--- config.mk ---
export PLATFORM = sky130hd
export DESIGN_NAME = qmult_r4
export DESIGN_NICKNAME = d
export VERILOG_FILES = /design/src/rtl/qmult_r4.sv
export SDC_FILE = /design/constraint.sdc
export NUM_CORES = 1
export LEC_CHECK = 0
export CAP_MARGIN = 20
export CORE_UTILIZATION = 55
export DETAILED_ROUTE_END_ITERATION = 12
export MAX_ROUTING_LAYER = met4
export PLACE_DENSITY = 0.81
export SLEW_MARGIN = 20
export SYNTH_ARGS = -nofsm -noshare
export SYNTH_HDL_FRONTEND = slang
export SYNTH_SLANG_ARGS = --single-unit
export TNS_END_PERCENT = 50
--- constraint.sdc ---
create_clock -name clk -period 8.6 [get_ports clk]
set_clock_uncertainty 0.05 [all_clocks]
set_input_delay 1.72 -clock clk [delete_from_list [all_inputs] [get_ports clk]]
set_output_delay 1.72 -clock clk [all_outputs]
set_load 0.01 [all_outputs]
--- src/rtl/qmult_r4.sv ---
// Radix-4 Booth sequential multiplier with an optional result accumulator.
// Latency: product_dout_vld pulses K+1 edges after accept (K = Booth digits processed, 0..N/2+1), plus any ce=0 stalls.
// Backpressure: in_rdy is high only in IDLE; in_vld while busy is ignored and operands are never queued.
//
// Ports:
//   clk, rst                 clock, synchronous active-high reset
//   ce                       clock enable; low freezes state (reset still acts)
//   in_vld / in_rdy          operand handshake; accept = IDLE & ce & in_vld
//   signed_mode              1 = two's complement operands (sampled at accept)
//   acc_mode, clr_acc        accumulate / clear controls (only with QMULT_R4_ACC_EN)
//   multiplicand_din (A)     N-bit operand
//   multiplier_din   (B)     N-bit operand
//   product_dout             OUT_W-bit result, held until the next result or reset
//   product_dout_vld         one-cycle pulse on a new product_dout
//   busy                     high while in RUN
// Build option: define QMULT_R4_ACC_EN to include the accumulator.
module qmult_r4 #(
  parameter int N     = 8,   // even, 4..32
  parameter int OUT_W = 32   // 2N..64
) (
  input  logic             clk,
  input  logic             rst,
  input  logic             ce,
  input  logic             in_vld,
  output logic             in_rdy,
  input  logic             signed_mode,
  input  logic             acc_mode,
  input  logic             clr_acc,
  input  logic [N-1:0]     multiplicand_din,
  input  logic [N-1:0]     multiplier_din,
  output logic [OUT_W-1:0] product_dout,
  output logic             product_dout_vld,
  output logic             busy
);

  // Partial-sum width: 2N product bits plus headroom for the +/-2A terms.
  localparam int W  = 2 * N + 2;
  // Multiplier register {ext, ext, B, 0}.
  localparam int MW = N + 3;
  localparam int CW = $clog2(N / 2 + 2);
  localparam logic [CW-1:0] CNT_LAST = CW'(N / 2 + 1);

  typedef enum logic {IDLE, RUN} state_t;

  state_t           state_q, state_d;
  logic [W-1:0]     a_q, a_d;        // +A, shifted left 2 per digit
  logic [W-1:0]     na_q, na_d;      // -A, shifted left 2 per digit
  logic [W-1:0]     psum_q, psum_d;
  logic [MW-1:0]    mreg_q, mreg_d;
  logic [CW-1:0]    cnt_q, cnt_d;
  logic             sgn_q, sgn_d;
  logic [OUT_W-1:0] dout_q, dout_d;
  logic             vld_q, vld_d;

  logic             accept;
  logic             stop;
  logic [W-1:0]     a_ext;
  logic             b_ext;
  logic [W-1:0]     term;
  logic [OUT_W-1:0] result;
  logic             unused_bits;

  assign accept = (state_q == IDLE) && ce && in_vld;

  // Once mreg is all-zeros or all-ones every remaining Booth digit is zero,
  // so the loop can end early. The counter bound is the worst case.
  assign stop = (mreg_q == '0) || (mreg_q == '1) || (cnt_q == CNT_LAST);

  assign a_ext = signed_mode ? {{(N + 2){multiplicand_din[N-1]}}, multiplicand_din}
                             : {{(N + 2){1'b0}}, multiplicand_din};
  assign b_ext = signed_mode & multiplier_din[N-1];

  // Radix-4 Booth digit select from the low triplet of mreg.
  always_comb begin
    term = '0;
    case (mreg_q[2:0])
      3'b001, 3'b010: term = a_q;
      3'b011:         term = {a_q[W-2:0], 1'b0};
      3'b100:         term = {na_q[W-2:0], 1'b0};
      3'b101, 3'b110: term = na_q;
      default:        term = '0;
    endcase
  end

  // The exact product fits in 2N bits; extend it by the latched mode.
  assign result = sgn_q ? OUT_W'($signed(psum_q[2*N-1:0]))
                        : OUT_W'(psum_q[2*N-1:0]);

`ifdef QMULT_R4_ACC_EN
  logic             accm_q, accm_d;
  logic [OUT_W-1:0] acc_q, acc_d;
  logic [OUT_W-1:0] acc_new;

  // A clear coinciding with a result write leaves just the result.
  assign acc_new = clr_acc ? result : (accm_q ? acc_q + result : result);
  assign unused_bits = ^psum_q[W-1:2*N];
`else
  assign unused_bits = ^{psum_q[W-1:2*N], acc_mode, clr_acc};
`endif

  always_comb begin
    state_d = state_q;
    a_d     = a_q;
    na_d    = na_q;
    psum_d  = psum_q;
    mreg_d  = mreg_q;
    cnt_d   = cnt_q;
    sgn_d   = sgn_q;
    dout_d  = dout_q;
    // The valid flag is a pulse, so it drops on every edge, including ce=0 edges.
    vld_d   = 1'b0;
`ifdef QMULT_R4_ACC_EN
    accm_d  = accm_q;
    acc_d   = acc_q;
    if (ce && clr_acc) acc_d = '0;
`endif
    case (state_q)
      IDLE: begin
        if (accept) begin
          a_d     = a_ext;
          na_d    = -a_ext;
          mreg_d  = {b_ext, b_ext, multiplier_din, 1'b0};
          cnt_d   = '0;
          psum_d  = '0;
          sgn_d   = signed_mode;
`ifdef QMULT_R4_ACC_EN
          accm_d  = acc_mode;
`endif
          state_d = RUN;
        end
      end
      RUN: begin
        if (ce) begin
          if (stop) begin
            vld_d   = 1'b1;
            state_d = IDLE;
`ifdef QMULT_R4_ACC_EN
            acc_d   = acc_new;
            dout_d  = acc_new;
`else
            dout_d  = result;
`endif
          end else begin
            psum_d = psum_q + term;
            a_d    = a_q << 2;
            na_d   = na_q << 2;
            mreg_d = {{2{mreg_q[MW-1]}}, mreg_q[MW-1:2]};
            cnt_d  = cnt_q + CW'(1);
          end
        end
      end
      default: state_d = IDLE;
    endcase
  end

  always_ff @(posedge clk) begin
    if (rst) begin
      state_q <= IDLE;
      a_q     <= '0;
      na_q    <= '0;
      psum_q  <= '0;
      mreg_q  <= '0;
      cnt_q   <= '0;
      sgn_q   <= 1'b0;
      dout_q  <= '0;
      vld_q   <= 1'b0;
`ifdef QMULT_R4_ACC_EN
      accm_q  <= 1'b0;
      acc_q   <= '0;
`endif
    end else begin
      state_q <= state_d;
      a_q     <= a_d;
      na_q    <= na_d;
      psum_q  <= psum_d;
      mreg_q  <= mreg_d;
      cnt_q   <= cnt_d;
      sgn_q   <= sgn_d;
      dout_q  <= dout_d;
      vld_q   <= vld_d;
`ifdef QMULT_R4_ACC_EN
      accm_q  <= accm_d;
      acc_q   <= acc_d;
`endif
    end
  end

  assign in_rdy           = (state_q == IDLE);
  assign busy             = (state_q == RUN);
  assign product_dout     = dout_q;
  assign product_dout_vld = vld_q;

endmodule
* Yosys cells after proc, flatten, opt, wreduce, memory -nomap -nowiden
Index checks and enable logic that the tools add are counted.
** Word-level totals
- Bits in registers :: 103
- Input bits :: 23
- Word-level logic and storage cells :: 67
** Operators by class
- $add $sub $neg :: 3
- Eq/ne operators :: 11
- Multiplexer cells :: 28
- Bitwise operators :: 3
- Reduce and logical (&&, ||, !) cells :: 12
** Operator list (number)
- 2-to-1 mux 18 bit :: 10
- case mux 18 bit (2 select lines) :: 3
- case mux 18 bit (4 select lines) :: 1
- 2-to-1 mux 32 bit :: 1
- case mux 11 bit (2 select lines) :: 1
- 2-to-1 mux 10 bit :: 2
- adder 18 bit :: 1
- negator 18 bit :: 1
- == test 3 bit (second input constant) :: 4
- == test 11 bit (second input constant) :: 1
- zero test 11 bit :: 1
- 2-to-1 mux 11 bit :: 1
- 2-to-1 mux 3 bit :: 3
- == test 3 x 2 -> 1 bit (second input constant) :: 2
- case mux 3 bit (2 select lines) :: 1
- AND reduction 3 bit :: 2
- 2-to-1 mux 1 bit :: 4
- != test 2 bit (second input constant) :: 2
- AND reduction 2 bit :: 2
- OR reduction 2 bit :: 2
- adder 3 x 1 -> 3 bit (second input constant) :: 1
- == test 3 x 1 -> 1 bit (second input constant) :: 1
- OR reduction 3 bit :: 1
- logical AND 1 bit :: 2
- 5 further kinds :: 7

* Depth between registers and ports, before layout
Gate-level depths: netlist of the first run.
- Word-level depth :: 7
- Gate-level depth with buffers :: 13
- Gate-level depth less buffers :: 10

* Worst setup path after synthesis of the first run
No wires, ideal clock.
- Path type :: input -> register
- Start :: input multiplicand_din[0]
- End :: register na_q[13]
- Library setup time :: 0.132 ns
- Data arrival time :: 3.090 ns
- Data required time :: 8.418 ns
- Slack :: 5.329 ns
- Stages on the path :: 5
- Cells stage by stage :: or4_4 > or4_4 > o21a_4 > a211oi_2 > nor3_1
** Between the ends
- Word-level cells in the longest chain between the ends :: 4
** RTL lines
- start, declared :: RTL line 29 : input logic [N-1:0] multiplicand_din,
- 2-to-1 mux 18 bit :: RTL line 69 : assign a_ext = signed_mode ? {{(N + 2){multiplicand_din[N-1]}}, multiplicand_din}
- negator 18 bit :: RTL line 121 : na_d = -a_ext;
- 2-to-1 mux 18 bit :: RTL line 119 : if (accept) begin
- case mux 18 bit (2 select lines) :: RTL line 117 : case (state_q)
- end signal, assigned :: RTL line 174 : na_q <= na_d;
- end, declared :: RTL line 47 : logic [W-1:0] na_q, na_d;
Every way passes these cells. The select of a mux whose other input is x is not followed.
A chain may end at the register's enable or synchronous reset.

* Worst setup path in the final report of the first run
- Start :: register state_q (netlist: busy)
- End :: output in_rdy
** Between the ends
- Word-level cells in the longest chain between the ends :: 1
** RTL lines
- start, declared :: RTL line 45 : state_t state_q, state_d;
- start signal, assigned :: RTL line 172 : state_q <= state_d;
- NOT 1 bit (no source line)
- end, declared :: RTL line 25 : output logic in_rdy,
Every way passes these cells.

==> impl_results.md, run 1 <==
- Tmin final: 3925 ps
- Std-Cell Core Area: 0.008217 mm^2
- Global route overflow: 0
- Register area share after synthesis: 0.3487
- Post-CTS resize count: 0
- Share of synthesized cell area in full adder, half adder and majority cells: 0.05273
- Max Buffers Root-to-Sink: 2
- Final weighted congestion in routability-driven placement: 0.9353
- Cell with the biggest individual delay on the critical path: sky130_fd_sc_hd__clkdlybuf4s50_1
- Portion of total power attributed to the clock network: 0.341
- Worst Path Required: 6830 ps
- Switching Share: 0.3216
- Number of cells on the worst reg-to-reg path: 9
- Static power due to leakage: 1.991 nW
- Number of global-route vias before repair: 3841
- Total half-perimeter wirelength after legalization and detailed placement: 7.696 mm
- Remaining antenna violation count after routing: 0
- Commonest cells after routing, fill and taps aside: sky130_fd_sc_hd__dfxtp_1, sky130_fd_sc_hd__nor2_1, sky130_fd_sc_hd__clkdlybuf4s50_1
- Max-capacitance violation count: 0
- Most used DFF post-synth: sky130_fd_sc_hd__dfxtp_1
- First DRT Iteration DRCs: 354
- Placement row count: 33
- # DRC: 0
- Net Switching: 0.2830 mW
- Die area: 0.008828 mm^2
- TritonCTS Sinks: 81
- Clock input transition at the sequential cells of the worst setup and hold paths: 80 ps
- Fraction of the cycle the final worst path needs: 0.4564
- Startpoint kind of the worst setup timing path: flop
- Cell internal power dissipation: 0.5971 mW
- Min setup slack post-route: 4675 ps
- R2R Path End: psum_q[12]$_SDFFE_PP0P_
- Diodes inserted: 0
- Initial antenna violation count: 0
- Worst path cell trace: buf_4 > inv_1 > clkdlybuf4s50_1
- Result of the run: finished, final reports clean
- Synth cell types: 58
- Reg power frac: 0.478
- Area fraction in and, or, nand and nor cells after synthesis: 0.1805
- Final std cells w/o fill: 668
- Latest clock arrival within the worst-skew pair: 360 ps
- Nets@finish: 600
- Level count of the clock H-tree: 3
- Layout Utilization: 0.6412
- Fraction of synthesized cell area in xor and xnor cells: 0.03175
- CTS tree: yes
- Detailed-routing iteration count for the pre-antenna-repair pass: 6
- R2r setup slk: 4920 ps
- Combinational share of power: 0.181
- Setup crit end kind: output pin
- Number of endpoints failing setup at the final stage: 0
- Total power density per cell area: 167.0 mW/mm^2
- Worst setup timing slack at the placement stage: 4455 ps
- Worst hold path stage count: 2
- Ports: 58
- CP max FO: 44
- Library cell used as clock root buffer: sky130_fd_sc_hd__clkbuf_8
- Cell count after synthesis: 547
- Crit path kind: reg2out
- Global-route wire length before repair: 18.53 mm
- Hold path endpoint: sgn_q$_SDFFE_PP0P_
- Async set-reset flop share out of synthesis: 0
- Initial core utilization: 0.5660
- Arr. time, crit path: 2160 ps
- Die Span X: 93.96 um
- Largest family of logic cells by synthesized area: compound AO/OA/AOI/OAI gates
- Worst ir drop on vdd: 0.00009900 V
- Height of the chip: 93.96 um
- Most frequent standard cell in the layout excluding fill and tap cells: sky130_fd_sc_hd__dfxtp_1
- Multiplexer share of the synthesized area: 0.04170
- Post-cts hold buffer count: 0
- Compound-cell area share of the yosys netlist: 0.2725
- Max-Slew Margin vs Limit: 0.2288
- Startpoint of the worst-slack reg-to-reg timing path: mreg_q[2]$_SDFFE_PP0P_
- Share of final-layout standard cells stronger than drive strength 1: 0.07282
- RSZ-0062 raised after global routing: false
- Via density per instance: 6.341
- Number of endpoints with negative hold slack in the final report: 0
- Total Routed Length: 11.36 mm
- Final Slew Violations: 0
- Count of flip-flops with a built-in enable after synthesis: 0
- Combined area of all synthesized cells: 0.004651 mm^2
- Total of buffers placed on input and output ports: 55
- Number of register bits inferred by synthesis: 81
- Transition at the pin with the smallest max-transition slack: 1155 ps
- Hold path start: sgn_q$_SDFFE_PP0P_
- Drt wl/cell: 17.00 um
- Nets in the synthesized netlist: 589
- Post-Syn Area per Cell: 8.502 um^2
- Achievable Freq: 0.2548 GHz
- Longest individual stage delay on the worst path: 590 ps
- Count of placed standard cells including taps: 652
- Ys Warns: 0
- Number of clock buffers inserted by TritonCTS: 9
- Hold crit path type: reg2reg
- Setup total negative slack: 0 ps
- Area Growth Syn to Fin: 13.29%
- Vias post-DR: 4236
- Post-CTS setup buffers: 0
- Overall Global Routing Usage: 0.2747
- Pin count of the biggest net entering global routing: 78
[per-layer routing]
metal	vias up	track usage	share of wire
li1	2049	-	-
met1	2009	0.3567	0.46
met2	154	0.4288	0.47
met3	24	0.04450	0.053
met4	0	0.1051	0.022
met5	-	-	0
[worst max-delay path by stage]
stage                        startpoint                     to  slack, ps  cells past startpoint
floorplan           multiplicand_din[0]  na_q[13]$_SDFFE_PP0P_       5330                      5
global placement                     ce   na_q[7]$_SDFFE_PP0P_       4470                      7
detailed placement                   ce   na_q[7]$_SDFFE_PP0P_       4450                      7
CTS                     busy$_SDFF_PP0_                 in_rdy       4690                      3
global route            busy$_SDFF_PP0_                 in_rdy       4590                      3
finish                  busy$_SDFF_PP0_                 in_rdy       4670                      3
[cell families after synthesis]
| group | after synthesis |
|---|---|
| AOI/OAI and AO/OA | 174 |
| and+or+nand+nor | 174 |
| DFF | 81 |
| buffers and inverters | 64 |
| muxes | 19 |
| adders and majority gates | 19 |
| xor gates and xnor gates | 16 |
[power groups by stage]
stage	clock (mW)	sequential [mW]	combinational, mW
finish	0.300	0.421	0.159
global route	0.318	0.424	0.177
CTS	0.303	0.420	0.158
detailed placement	0	0.429	0.157
global placement	0	0.427	0.152
floorplan	0	0.417	0.126
[metrics by stage]
stage	hold WS (ps)	cell area, um^2	total power, mW
2_1_floorplan	386.4	4651	0.5424
3_3_place_gp	398.8	5050	0.5797
3_5_place_dp	400.1	5050	0.5854
4_1_cts	412.2	5258	0.8809
5_1_grt	440.2	5269	0.9181
6_report	410.6	5269	0.8801
[Yosys cell counts, types with 4 or more instances]
cell / n / area (um^2)
sky130_fd_sc_hd__a22o_1: 19 / 166.4
sky130_fd_sc_hd__mux2i_1: 16 / 160.2
sky130_fd_sc_hd__nor2_1: 62 / 232.7
sky130_fd_sc_hd__inv_1: 5 / 18.77
sky130_fd_sc_hd__xnor2_1: 7 / 61.31
sky130_fd_sc_hd__nand3_1: 19 / 95.09
sky130_fd_sc_hd__dfxtp_1: 81 / 1622
sky130_fd_sc_hd__xor2_1: 8 / 70.07
sky130_fd_sc_hd__clkbuf_1: 24 / 90.09
sky130_fd_sc_hd__a221oi_1: 13 / 113.9
sky130_fd_sc_hd__a21oi_1: 48 / 240.2
sky130_fd_sc_hd__buf_4: 21 / 157.7
sky130_fd_sc_hd__o21ai_1: 4 / 20.02
sky130_fd_sc_hd__nor4b_1: 5 / 43.79
sky130_fd_sc_hd__buf_2: 13 / 65.06
sky130_fd_sc_hd__a21o_1: 12 / 90.09
sky130_fd_sc_hd__o21a_1: 4 / 30.03
sky130_fd_sc_hd__nor3_1: 28 / 140.1
sky130_fd_sc_hd__a211oi_2: 4 / 50.05
sky130_fd_sc_hd__nand4_1: 5 / 31.28
sky130_fd_sc_hd__a22oi_1: 16 / 120.1
sky130_fd_sc_hd__nor4_1: 4 / 25.02
sky130_fd_sc_hd__a211oi_1: 22 / 165.2
sky130_fd_sc_hd__ha_1: 18 / 225.2
sky130_fd_sc_hd__o211ai_1: 7 / 52.55
sky130_fd_sc_hd__nand2_1: 33 / 123.9
[registers in the layout, indices dropped and copies added (netlist names)]
signal,flops
product_dout_vld,1
busy,1
sgn_q,1
cnt_q,3
a_q,16
product_dout,17
mreg_q,11
na_q,15
psum_q,16
[critical path: cells and delay by family, from the launching register on]
kind	cells	cell delay [ps]
flops	1	320
buf+inv	3	1460
[area by class of cell]
cell class | count | area (um^2)
fillers | 696 | 2948
multi-input cells | 402 | 2713
flip-flops and latches | 81 | 1623
repair buffers | 59 | 575.6
well taps | 105 | 131.4
clock buffers | 9 | 123.9
clock inverters | 7 | 83.83
inverters | 5 | 18.77
Power figures use the tool's default switching activity.
==> run 2: changes to the inputs <==
--- a/config.mk
+++ b/config.mk
@@ -6,10 +6,10 @@
 export NUM_CORES = 1
 export LEC_CHECK = 0
 export CAP_MARGIN = 20
-export CORE_UTILIZATION = 55
+export CORE_UTILIZATION = 51
 export DETAILED_ROUTE_END_ITERATION = 12
 export MAX_ROUTING_LAYER = met4
-export PLACE_DENSITY = 0.81
+export PLACE_DENSITY = 0.79
 export SLEW_MARGIN = 20
 export SYNTH_ARGS = -nofsm -noshare
 export SYNTH_HDL_FRONTEND = slang
==> constraint.sdc (replaced) <==
create_clock -name clk -period 3.4 [get_ports clk]
set_clock_uncertainty 0.05 [all_clocks]
set_input_delay 0.68 -clock clk [delete_from_list [all_inputs] [get_ports clk]]
set_output_delay 0.68 -clock clk [all_outputs]
set_load 0.01 [all_outputs]
==> run 2 against run 1 <==
First-iteration DRC count decreased by 35%. Sequential power increased to 2.5 times the previous value. Cell count increased by 2.4%. Register-to-register slack got worse by 4600 ps. Critical path type is now reg2reg.
==> impl_results.md, run 2 (synthesized netlist as in run 1, its figures left out) <==
- Commonest cells after routing, fill and taps aside: sky130_fd_sc_hd__dfxtp_1, sky130_fd_sc_hd__nor2_1, sky130_fd_sc_hd__clkdlybuf4s50_1
- Crit path kind: reg2reg
- Die area: 0.009505 mm^2
- Latest clock arrival within the worst-skew pair: 370 ps
- Number of cells on the worst reg-to-reg path: 11
- Final std cells w/o fill: 684
- Total Routed Length: 11.26 mm
- Nets@finish: 613
- Count of cell instances traversed by the critical path: 11
- Post-CTS setup buffers: 0
- Final-layout worst hold slack: 425.6 ps
- Transition at the pin with the smallest max-transition slack: 737.7 ps
- Placement row count: 34
- Static power due to leakage: 2.074 nW
- Final weighted congestion in routability-driven placement: 0.9184
- Tmin final: 3065 ps
- Crit path buf inv count: 1
- Number of global-route vias before repair: 3923
- Instance area at placement: 0.005189 mm^2
- Global-route wire length before repair: 18.87 mm
- Hold path start: sgn_q$_SDFFE_PP0P_
- Worst Path Required: 3660 ps
- Result of the run: finished, final reports clean
- Final instance area: 0.005403 mm^2
- Initial core utilization: 0.5307
- Detailed-routing iteration count for the pre-antenna-repair pass: 4
- Total of buffers placed on input and output ports: 55
- Level count of the clock H-tree: 3
- Setup crit end kind: flop
- Clock input transition at the sequential cells of the worst setup and hold paths: 90 ps
- Hold crit path type: reg2reg
- Via density per instance: 6.184
- Final Slew Violations: 0
- TritonCTS Sinks: 81
- CTS tree: yes
- First DRT Iteration DRCs: 230
- Fraction of the cycle the final worst path needs: 0.9016
- RSZ-0062 raised after global routing: false
- Library cell used as clock root buffer: sky130_fd_sc_hd__clkbuf_8
- Flip-flop count of the largest register after layout: 17
- Total power density per cell area: 416.5 mW/mm^2
- Max-capacitance violation count: 0
- Number of endpoints with negative hold slack in the final report: 0
- Library cell appearing most often on the critical path: sky130_fd_sc_hd__o211ai_1
- Power, Total: 2.250 mW
- Achievable Freq: 0.3262 GHz
- Overall Global Routing Usage: 0.2498
- Die Span X: 97.50 um
- Area Growth Syn to Fin: 16.17%
- Std-Cell Core Area: 0.008763 mm^2
- Worst setup timing slack at the placement stage: 296.9 ps
- Number of clock buffers inserted by TritonCTS: 9
- Setup total negative slack: 0 ps
- Initial antenna violation count: 0
- Diodes inserted: 0
- # DRC: 0
- Min setup slack post-route: 334.6 ps
- Startpoint of the worst-slack reg-to-reg timing path: mreg_q[1]$_SDFFE_PP0P_
- Number of endpoints failing setup at the final stage: 0
- Total half-perimeter wirelength after legalization and detailed placement: 7.951 mm
- Vias post-DR: 4230
- Cell family with most CP delay: compound AO/OA/AOI/OAI gates
- Post-cts hold buffer count: 0
- Height of the chip: 97.50 um
- Global route overflow: 0
- Longest individual stage delay on the worst path: 490 ps
- Most frequent standard cell in the layout excluding fill and tap cells: sky130_fd_sc_hd__dfxtp_1
- Layout Utilization: 0.6165
- Share of final-layout standard cells stronger than drive strength 1: 0.09549
- Post-CTS resize count: 0
- Arr. time, crit path: 3330 ps
- Max-Slew Margin vs Limit: 0.5082
- Count of placed standard cells including taps: 668
- CP max FO: 28
- Max Buffers Root-to-Sink: 2
- Remaining antenna violation count after routing: 0
- Worst ir drop on vdd: 0.0002485 V
- Worst hold path stage count: 2
- Drt wl/cell: 16.47 um
- Worst path cell trace: xor2_2 > buf_12 > a221oi_1 > a21oi_1 > ha_1 > o211ai_1 > o211ai_1 > a2111oi_1 > nor3_1 > mux2_2 > nand3_1
- Ports: 58
- Cell with the biggest individual delay on the critical path: sky130_fd_sc_hd__dfxtp_1
- Startpoint kind of the worst setup timing path: flop
- Pin count of the biggest net entering global routing: 48
- Critical path origin: mreg_q[1]$_SDFFE_PP0P_
## run 2: cell types whose count changed in the layout (fill, tap and decap cells not counted), moves of 2 or more
| cell | before | now |
|---|---|---|
| sky130_fd_sc_hd__buf_4 | 4 | 14 |
| sky130_fd_sc_hd__clkbuf_8 | 9 | 11 |
| sky130_fd_sc_hd__buf_12 | 0 | 3 |
| sky130_fd_sc_hd__inv_6 | 4 | 2 |
## run 2: final cells by class
class	instances	area (um^2)
tap	108	135.1
inverter	5	18.77
clock inverter	5	61.31
clock buffer	11	151.4
sequential	81	1624
fill	766	3361
multi-input combinational	402	2701
timing repair buffer	72	710.7
## run 2: per-layer routing
metal / global-route usage / vias to the layer above / share of wire / wire [um]
met5: - / - / 0 / 0
met4: 0.05882 / 0 / 0.013 / 142
met3: 0.05108 / 16 / 0.056 / 630
met2: 0.4045 / 143 / 0.47 / 5294
met1: 0.3205 / 1992 / 0.46 / 5197
li1: - / 2079 / - / -
## run 2: path summary, 6_finish.rpt
check / to / slack, ps
setup / recovery: psum_q[15]$_SDFFE_PP0P_ / 330
hold / removal: sgn_q$_SDFFE_PP0P_ / 430
setup reg to reg: psum_q[15]$_SDFFE_PP0P_ / 330
hold reg to reg: sgn_q$_SDFFE_PP0P_ / 430
## run 2: worst min-delay path, delay by kind of cell (launching register included)
kind	cells	cell delay, ps
simple gates	1	50
flops	1	330
compound gates	1	60
## run 2: power by group
part           internal, mW  switching, mW  leakage, nW
combinational         0.180          0.251         1.30
sequential            0.998         0.0629        0.661
clock                 0.385          0.374        0.110
==> run 3: changes to the inputs <==
--- a/config.mk
+++ b/config.mk
@@ -6,8 +6,10 @@
 export NUM_CORES = 1
 export LEC_CHECK = 0
 export CAP_MARGIN = 20
+export CORE_MARGIN = 3
 export CORE_UTILIZATION = 51
 export DETAILED_ROUTE_END_ITERATION = 12
+export HOLD_SLACK_MARGIN = 0.15
 export MAX_ROUTING_LAYER = met4
 export PLACE_DENSITY = 0.79
 export SLEW_MARGIN = 20
==> run 3 against run 2 <==
Wire length grew 3.3%. Flip-flop and latch count is the same. Fmax shrank 3.3%. Via count grew 0.47%. Clock-buffer cell count is the same. Cell count grew 0.58%. Final area grew 0.25%. Critical path depth is the same. Utilization shrank 0.14 points. Total power grew 1.9%. Largest cell class unchanged.
==> impl_results.md, run 3 (synthesized netlist as in run 1, its figures left out) <==
- Max-capacitance violation count: 0
- Die area: 0.01030 mm^2
- Max Buffers Root-to-Sink: 2
- # DRC: 0
- Ports: 58
- Detailed-routing iteration count for the pre-antenna-repair pass: 5
- Instance area at placement: 0.005181 mm^2
- Final-layout worst hold slack: 413.2 ps
- Global routing met3 resource utilization: 0.03030
- Total power density per cell area: 423.5 mW/mm^2
- Level count of the clock H-tree: 3
- Tmin final: 3169 ps
- Remaining antenna violation count after routing: 0
- Total of buffers placed on input and output ports: 55
- Startpoint kind of the worst setup timing path: flop
- Setup crit end kind: flop
- Clock input transition at the sequential cells of the worst setup and hold paths: 80 ps
- Placement row count: 34
- Share of final-layout standard cells stronger than drive strength 1: 0.1000
- Final std cells w/o fill: 688
- Worst path cell trace: xor2_2 > buf_4 > a22oi_1 > a21oi_1 > ha_1 > a21oi_1 > o211ai_1 > a2111oi_1 > nor3_1 > mux2_2 > nand3_1
- Library cell used as clock root buffer: sky130_fd_sc_hd__clkbuf_8
- Commonest cells after routing, fill and taps aside: sky130_fd_sc_hd__dfxtp_1, sky130_fd_sc_hd__nor2_1, sky130_fd_sc_hd__clkdlybuf4s50_1
- Drt wl/cell: 16.91 um
- Pin count of the biggest net entering global routing: 44
- Setup total negative slack: 0 ps
- Diodes inserted: 0
- Number of endpoints with negative hold slack in the final report: 0
- Area Growth Syn to Fin: 16.46%
- Most frequent standard cell in the layout excluding fill and tap cells: sky130_fd_sc_hd__dfxtp_1
- Fraction of the cycle the final worst path needs: 0.9320
- Power, Total: 2.294 mW
- Static power due to leakage: 2.084 nW
- Net Switching: 0.6802 mW
- Met1 track demand over resource in global routing: 0.3155
- Number of global-route vias before repair: 3912
- RSZ-0062 raised after global routing: false
- Initial antenna violation count: 0
- Number of clock buffers inserted by TritonCTS: 9
- Reg power frac: 0.461
- Cell with the biggest individual delay on the critical path: sky130_fd_sc_hd__dfxtp_1
- Switching Share: 0.2965
- Arr. time, crit path: 3410 ps
- Combinational share of power: 0.189
- Initial core utilization: 0.5281
- Crit path kind: reg2reg
- Final weighted congestion in routability-driven placement: 0.9762
- Count of placed standard cells including taps: 672
- Std-Cell Core Area: 0.008806 mm^2
- Global route overflow: 0
- Flip-flop count of the largest register after layout: 17
- Nets@finish: 617
- Achievable Freq: 0.3156 GHz
- Transition at the pin with the smallest max-transition slack: 779.4 ps
- Vias post-DR: 4250
- Latest clock arrival within the worst-skew pair: 360 ps
- Most utilized layer in the global route result: met2
- Final instance area: 0.005416 mm^2
- CP max FO: 18
- Total Routed Length: 11.63 mm
- Cell internal power dissipation: 1.614 mW
- Overall Global Routing Usage: 0.2393
- Met2 Usage GRT: 0.3803
- Height of the chip: 101.5 um
- Via density per instance: 6.177
- Die Span X: 101.5 um
- Library cell appearing most often on the critical path: sky130_fd_sc_hd__a21oi_1
- Max-Slew Margin vs Limit: 0.4787
- Portion of total power attributed to the clock network: 0.350
- Longest individual stage delay on the worst path: 550 ps
- Global-route wire length before repair: 19.20 mm
- Total half-perimeter wirelength after legalization and detailed placement: 8.104 mm
- CTS tree: yes
- Final Slew Violations: 0
- TritonCTS Sinks: 81
- Number of endpoints failing setup at the final stage: 0
- Worst ir drop on vdd: 0.0002322 V
- Hold crit path type: reg2reg
- Result of the run: finished, final reports clean
- Worst Path Required: 3640 ps
- First DRT Iteration DRCs: 256
run 3: power by group through the flow:
stage | Sequential, mW | Combinational [mW] | Clock, mW
3_3_place_gp | 1.08 | 0.411 | 0
2_1_floorplan | 1.05 | 0.318 | 0
6_report | 1.06 | 0.433 | 0.803
4_1_cts | 1.06 | 0.428 | 0.814
3_5_place_dp | 1.08 | 0.424 | 0
5_1_grt | 1.07 | 0.479 | 0.858
run 3: layer usage:
layer  share of wire  vias up
met4           0.020        0
met3           0.052       22
met2            0.47      147
li1                -     2089
met5               0        -
met1            0.46     1992
run 3: through the flow:
| stage | worst slack [ps] | utilization |
|---|---|---|
| final | 231.3 | 0.6151 |
| after global routing | 4.919 | 0.6151 |
| after CTS | 171.1 | 0.6144 |
| after detailed placement | 229.2 | 0.5884 |
| after global placement | 312.0 | 0.5884 |
| after floorplan | 383.1 | - |
run 3: area by class of cell:
cell class                      instances  area (um^2)
Fill cell                             772         3390
Clock inverter                          5        87.58
Sequential cell                        81         1623
Clock buffer                           11        141.4
Multi-Input combinational cell        402         2708
Tap cell                              108        135.1
Inverter                                5        18.77
Timing Repair Buffer                   76        703.2
run 3: final timing paths:
kind	start	depth (start not counted)	slack, ps	endpoint
setup / recovery	mreg_q[0]$_SDFFE_PP0P_	11	230	psum_q[15]$_SDFFE_PP0P_
hold / removal	sgn_q$_SDFFE_PP0P_	2	410	sgn_q$_SDFFE_PP0P_
setup reg to reg	mreg_q[0]$_SDFFE_PP0P_	11	230	psum_q[15]$_SDFFE_PP0P_
hold reg to reg	sgn_q$_SDFFE_PP0P_	2	410	sgn_q$_SDFFE_PP0P_
run 3: worst max-delay path: cells and delay by family (launching register included):
kind            cells  cell delay (ps)
buf+inv             1              250
fa+ha+maj           1              320
compound gates      5             1230
mux                 1              290
simple gates        2              220
xor+xnor            1              210
flops               1              550
run 3: timing repair:
item | CTS | global route
buffers inserted | 0 | 0
gates resized for setup | 0 | 1
setup endpoints to repair | 0 | 1
hold buffers | 0 | 0
